### src/rtl/veggie_read_sched.sv
// Operand-read scheduler for the VEGGIE vector register file: spreads one batch
// of port reads over the banks, merging identical registers and serialising conflicts.
module veggie_read_sched #(
  parameter int READ_PORTS = 4,
  parameter int NUM_BANKS  = 4,
  parameter int VIDX_W     = 8
) (
  input  logic                             CLK,
  input  logic                             RST,
  input  logic                             in_valid,
  output logic                             ready,
  input  logic [READ_PORTS-1:0]            req_ren,
  input  logic [READ_PORTS*VIDX_W-1:0]     req_vs,
  input  logic                             flush,
  output logic [NUM_BANKS-1:0]             bank_ren,
  output logic [NUM_BANKS*VIDX_W-1:0]      bank_vs,
  output logic [NUM_BANKS*READ_PORTS-1:0]  bank_tag,
  output logic                             conflict,
  output logic                             batch_done
);

  // Banks are selected by the low index bits; NUM_BANKS is a power of two.
  localparam logic [VIDX_W-1:0] BANK_MASK = VIDX_W'(NUM_BANKS - 1);

  typedef enum logic {IDLE, ISSUE} state_e;

  state_e                  state_q;
  logic [READ_PORTS-1:0]   pending_q;
  logic [READ_PORTS-1:0]   pending_d;
  logic [READ_PORTS-1:0]   served;
  logic [VIDX_W-1:0]       vs_q [READ_PORTS];
  logic                    done_q;
  logic                    accept;
  logic                    found;
  logic [VIDX_W-1:0]       win_vs;

  assign ready      = !RST && (state_q == IDLE) && !flush;
  assign accept     = in_valid && ready;
  assign batch_done = done_q;
  assign conflict   = (state_q == ISSUE) && (pending_d != '0);

  // One round: per bank, the lowest pending port wins and drags along every
  // pending port reading the same register.
  always_comb begin
    // NOTE: every output of this block gets a default first so no latch is inferred.
    bank_ren = '0;
    bank_vs  = '0;
    bank_tag = '0;
    served   = '0;
    found    = 1'b0;
    win_vs   = '0;
    if (state_q == ISSUE) begin
      for (int b = 0; b < NUM_BANKS; b++) begin
        found  = 1'b0;
        win_vs = '0;
        for (int p = 0; p < READ_PORTS; p++) begin
          if (!found && pending_q[p] && ((vs_q[p] & BANK_MASK) == VIDX_W'(b))) begin
            found  = 1'b1;
            win_vs = vs_q[p];
          end
        end
        if (found) begin
          bank_ren[b]                  = 1'b1;
          bank_vs[b*VIDX_W +: VIDX_W]  = win_vs;
          for (int p = 0; p < READ_PORTS; p++) begin
            if (pending_q[p] && (vs_q[p] == win_vs)) begin
              bank_tag[b*READ_PORTS + p] = 1'b1;
              served[p]                  = 1'b1;
            end
          end
        end
      end
    end
    pending_d = pending_q & ~served;
  end

  // NOTE: the register indices carry no reset; they are only observed through
  // pending bits, which are reset.
  always_ff @(posedge CLK) begin
    if (accept) begin
      for (int p = 0; p < READ_PORTS; p++) begin
        vs_q[p] <= req_vs[p*VIDX_W +: VIDX_W];
      end
    end
  end

  // NOTE: sequential state uses non-blocking assignments so every flop samples
  // pre-edge values regardless of statement order.
  always_ff @(posedge CLK) begin
    if (RST) begin
      state_q   <= IDLE;
      pending_q <= '0;
      done_q    <= 1'b0;
    end else begin
      done_q <= 1'b0;
      case (state_q)
        IDLE: begin
          if (accept) begin
            pending_q <= req_ren;
            if (req_ren != '0) begin
              state_q <= ISSUE;
            end else begin
              done_q <= 1'b1;
            end
          end
        end
        ISSUE: begin
          if (flush) begin
            pending_q <= '0;
            state_q   <= IDLE;
          end else begin
            pending_q <= pending_d;
            if (pending_d == '0) begin
              state_q <= IDLE;
              done_q  <= 1'b1;
            end
          end
        end
        default: begin
          state_q   <= IDLE;
          pending_q <= '0;
        end
      endcase
    end
  end

endmodule

### config.mk
export PLATFORM = sky130hd
export DESIGN_NAME = veggie_read_sched
export DESIGN_NICKNAME = d
export VERILOG_FILES = /design/src/rtl/veggie_read_sched.sv
export SDC_FILE = /design/constraint.sdc
export NUM_CORES = 1
export LEC_CHECK = 0
export ABC_AREA = 1
export BUFFER_PORTS_ARGS = -buffer_cell sky130_fd_sc_hd__buf_4
export CORE_ASPECT_RATIO = 0.8
export CORE_MARGIN = 4
export CORE_UTILIZATION = 35
export CTS_CLUSTER_SIZE = 30
export DETAILED_ROUTE_END_ITERATION = 6
export GPL_TIMING_DRIVEN = 1
export PLACE_DENSITY_LB_ADDON = 0.25
export SLEW_MARGIN = 40
export SYNTH_ARGS = -nofsm -noshare
export SYNTH_HDL_FRONTEND = slang
export SYNTH_SLANG_ARGS = --single-unit
### constraint.sdc
create_clock -name CLK -period 2.7 [get_ports CLK]
set_input_delay 0.405 -clock CLK [delete_from_list [all_inputs] [get_ports CLK]]
set_output_delay 0.405 -clock CLK [all_outputs]
set_load 0.05 [all_outputs]
## After elaboration in Yosys (flattened, before gate mapping)

Memories as Yosys holds them, arrays and structs flattened.
Cells that the tools add are included.
W data, S select, Z words.

- Mux-type cells: 114
- Add/subtract/negate cells: 0
- Div/mod/pow operators: 0
- Reduce and logical (&&, ||, !) cells: 69
- Shifts and indexed selects: 0
- Magnitude comparators: 0
- Bitwise logic cells: 3
- Multiply operators: 0
- Equal/unequal tests: 29

Operators by type and width:

| operator | number |
|---|---|
| $mux W8 | 24 |
| $eq A8 B8 Y1 | 16 |
| $mux W1 | 74 |
| $logic_and A1 B1 Y1 | 48 |
| $mux W4 | 11 |
| $logic_not A8 Y1 | 4 |
| $mux W32 | 1 |
| $eq A2 B2 Y1 const B | 8 |
| $mux W16 | 1 |
| $logic_not A1 Y1 | 14 |
| $eq A2 B1 Y1 const B | 4 |
| $pmux W4 S2 | 1 |
| $reduce_bool A4 Y1 | 2 |
| $and A4 B4 Y4 | 1 |
| $logic_not A4 Y1 | 1 |
| $not A4 Y4 | 1 |
| $pmux W1 S2 | 2 |
| $ne A2 B2 Y1 const B | 1 |
| $not A1 Y1 | 1 |

- Memories: 1
- Bits in read-only memories: 0
- Output and inout port bits: 55
- Input port bits: 40
- Register bits: 6
- Bits in writable memories: 32
- Bits in latches: 0
- Word-level logic and storage cells: 219

Memories:

| name | depth | bits a word | rd ports | clocked after memory_dff | wr ports | RTL line | text |
|---|---|---|---|---|---|---|---|
| vs_q | 4 | 8 | 4 | 0 | 4 | 31 | `logic [VIDX_W-1:0] vs_q [READ_PORTS];` |

## Depth between registers and ports, before layout

- Word-level depth: 36
- Depth in mapped cells: 20

## Worst setup path before layout

OpenSTA, ideal clock, no wires.

- Path type: register to output
- From: mem vs_q[0][0]
- To: out conflict
- Arrival: 2.754 ns
- Stages on the path, launching flop included: 18
- Slack: -0.459 ns
- Cell sequence: edfxtp_1 > buf_6 > nor2_4 > nand2_2 > nand4_2 > clkinv_1 > nand2_1 > nand2_1 > nand2_1 > nand2_1 > nor2_1 > nand2_1 > nor2_1 > nor2_1 > nand3_1 > nand2_1 > nor2_1 > nor2_1

RTL lines:

| what | RTL line | text |
|---|---|---|
| start: declaration | 31 |  |
| end: declaration | 18 | `output logic conflict,` |

==> impl_results.md <==
- DIE AREA: around 0.013 mm²
- Ys async rst share: 0
- Num Clock Sinks: 38
- DPL Wire Length: approximately 16000 µm
- Gpl congestion: between 1 and 1.5
- Yosys warns: 0
- Crit start category: flip-flop
- Max-Cap Viols: 0
- Placed instance count: between 1000 and 1500
- Setup violations, final: 13
- Die Ht: between 100 and 150 µm
- Final WS setup: -0.4633 ns
- Sum Neg Setup Slack: -2.877 ns
- Nets@finish: slightly above 1000
- RSZ-0062 raised after global routing: true
- Area grow syn2layout: 82.54%
- Synth cell types: 31
- Fin. Hold Viols: 0
- Fin crit share: 1.172
- Final hold slack: 0.2861 ns
- Core area: approximately 0.011 mm²
- Largest net degree at the start of global routing: 34
- Worst Skew: approximately 0.014 ns
- Post-DRT Antenna Nets: 0
- Vias in the first global route: just under 6000
- Max Used Layer: met4
- Worst-margin pin slew: between 0.6 and 0.7 ns
- Pwr per Cell Area: 278.6 mW/mm²
- Site Rows: 34
- Drt total wl: 21570 µm
- Initial Util: 0.3635
- CP Class: flip-flop to primary output
- Failing checks: negative setup slack
- Finished Layout Cells: around 1100
- First-pass GRT wire length: around 32000 µm
- Cells after Synth: slightly below 700
- Pre-CTS setup slack: -0.3371 ns
- Mean area per synthesized cell: 5.912 µm²
- Antenna violations before repair: 0
- Slew Limit Fails: 0
- H-tree depth: 2
- Ratio of cells with drive above 1 in the final layout: 0.4819
- Worst R2R Start: vs_q[2][1]
- Vias per Instance: 5.504
- Max rail drop VDD: around 0.39 mV
- Outcome: complete, but fails checks
- Critical path data arrival time: ~2.8 ns
- Clk pin slew, worst setup/hold paths: roughly 0.070 ns
- Met1 Routed Length: roughly 9000 µm
- Post-synth top area share: 0.2390
- Drt pass-1 iters: 5
- Vias: 6115
- CP max FO: 4
- # diodes: 0
- Biggest area consumer among synthesized cells: edfxtp_1
- CTS Buffer Depth: 2
- Clock Latency Late Sink: just under 0.3 ns
- Post-synth EDFFs: 32
- Routed len/inst: a little under 20 µm
- Slack of the worst reg-to-reg path: 0.13 ns
- Fin crit period: 3.163 ns
- Mapped Area: about 0.004 mm²
- Metal3 WL: 2404 µm
- Clk root buf: clkbuf_16
- Worst setup endpoint: conflict
- Predominant post-synthesis flop cell: edfxtp_1
- Reg2reg end: state_q
- LEAKAGE: 3.588 nW
- CTS Buf Count: 5
- Cts hold-fix bufs: 0
- Seq cells post-synth: 38
- Critical Path RT: 2.30 ns
- HP Class: primary input to flip-flop
- Critical path capture point type: primary output
- Crit path from: vs_q[2][1]
- Relative slew slack: 0.5924
- Max Freq: about 320 MHz
- Number of port buffers: 90
- Congestion Overflow GR: 0
- GRT Overall Usage: 0.3070
- R2R depth: 14
- Top Ports: 95
- Largest cells by area after synthesis: edfxtp_1 (24%), nand2_1 (21%), nand3_1 (16%)
- DRC viols: 0
- 1st-iter DRT viols: 720
- Met2 WL: roughly 9400 µm
- Die Wd: ~130 µm
- Post-synthesis sequential area ratio: 0.2689
- Pwr Total: 2.044 mW
- Hold Crit Depth: 1
- TritonCTS clock tree: done
-- timing repair --
action	4_1_cts	5_1_grt
cloned	1	0
resized for setup	138	82
buffers inserted	25	17
pin swaps	38	38
setup endpoints to repair	18	18
-- state kept, by name, summed over array words and instances (netlist names) --
name and cells:
pending_q 4, batch_done 1, vs_q 32, state_q 1
-- layer usage --
metal  global-route usage  up-vias
li1                     -     2824
met1               0.4205     2807
met2               0.4660      394
met3              0.06366       90
met4               0.1311        0
met5                    0        -
-- report_power, final --
group	switching, mW	internal, mW	leakage, nW
clock network	0.261	0.532	0.0940
logic	0.328	0.238	3.15
registers	0.0275	0.659	0.343
total	0.616	1.43	3.59
-- critical path: stages (launching register included) --
cell	delay [ns]
edfxtp_1	0.40
buf_4	0.13
nand3_2	0.20
buf_4	0.21
nor2_1	0.13
nand2_1	0.08
nand3_2	0.14
buf_4	0.14
nand2_1	0.06
a21oi_2	0.13
nand4_1	0.26
nand3_1	0.16
nand2_1	0.08
nor2_2	0.14
nor2_1	0.07
buf_6	0.15
-- cell usage after synthesis (2+ instances only) --
master / count
nor3_1: 4
clkbuf_1: 8
buf_2: 2
nand3_2: 6
inv_1: 58
nand3_1: 130
xor2_1: 7
buf_4: 6
nand4_1: 30
nand2_2: 5
nand2_1: 230
dfxtp_1: 6
edfxtp_1: 32
a21oi_1: 21
inv_2: 4
nor2_1: 91
nor2_2: 6
o21ai_0: 15
buf_6: 4
nor2_4: 4
-- area by class of cell --
type                    count  area [µm²]
clock buffers               5       125.1
clock inverters             3       68.82
fillers                   955        3722
inverters                  64       267.8
multi-input cells         561        3208
flip-flops and latches     38        1082
well taps                 144       180.2
repair buffers            296        2406
-- through the flow --
step / instance area [µm²] / util
finish: 7338 / 0.6635
global route: 7338 / 0.6635
CTS: 6923 / 0.6259
detailed placement: 6027 / 0.5449
global placement: 6027 / 0.5449
floorplan: 4051 / -
-- worst min path at each step --
stage	slack [ns]	from	end
global route	0.29	req_vs[28]	vs_q[3][4]
finish	0.29	req_vs[31]	vs_q[3][7]
global placement	0.58	pending_q[3]	pending_q[3]
detailed placement	0.58	req_vs[15]	vs_q[1][7]
floorplan	0.47	RST	batch_done
CTS	0.29	req_vs[31]	vs_q[3][7]
-- cells by family after synthesis --
kind of cell | count (synthesis) | share of synthesized area
simple gates | 511 | 0.5724
flops | 38 | 0.2689
compound gates | 38 | 0.04886
xor+xnor | 7 | 0.01525
buf+inv | 85 | 0.09368
other cells | 1 | 0.0009328
-- cells in the final DEF (no fill, tap or decap), drive strengths merged, types with 4 or more instances in the layout --
cell	instances
clkbuf	5
nand4	33
a21oi	21
dfxtp	6
buf	296
edfxtp	32
inv	62
xor2	7
nand2	235
nor2	101
nor3	4
o21ai	16
nand3	137
conb	4
No activity file was read; power rests on OpenSTA's default activity.
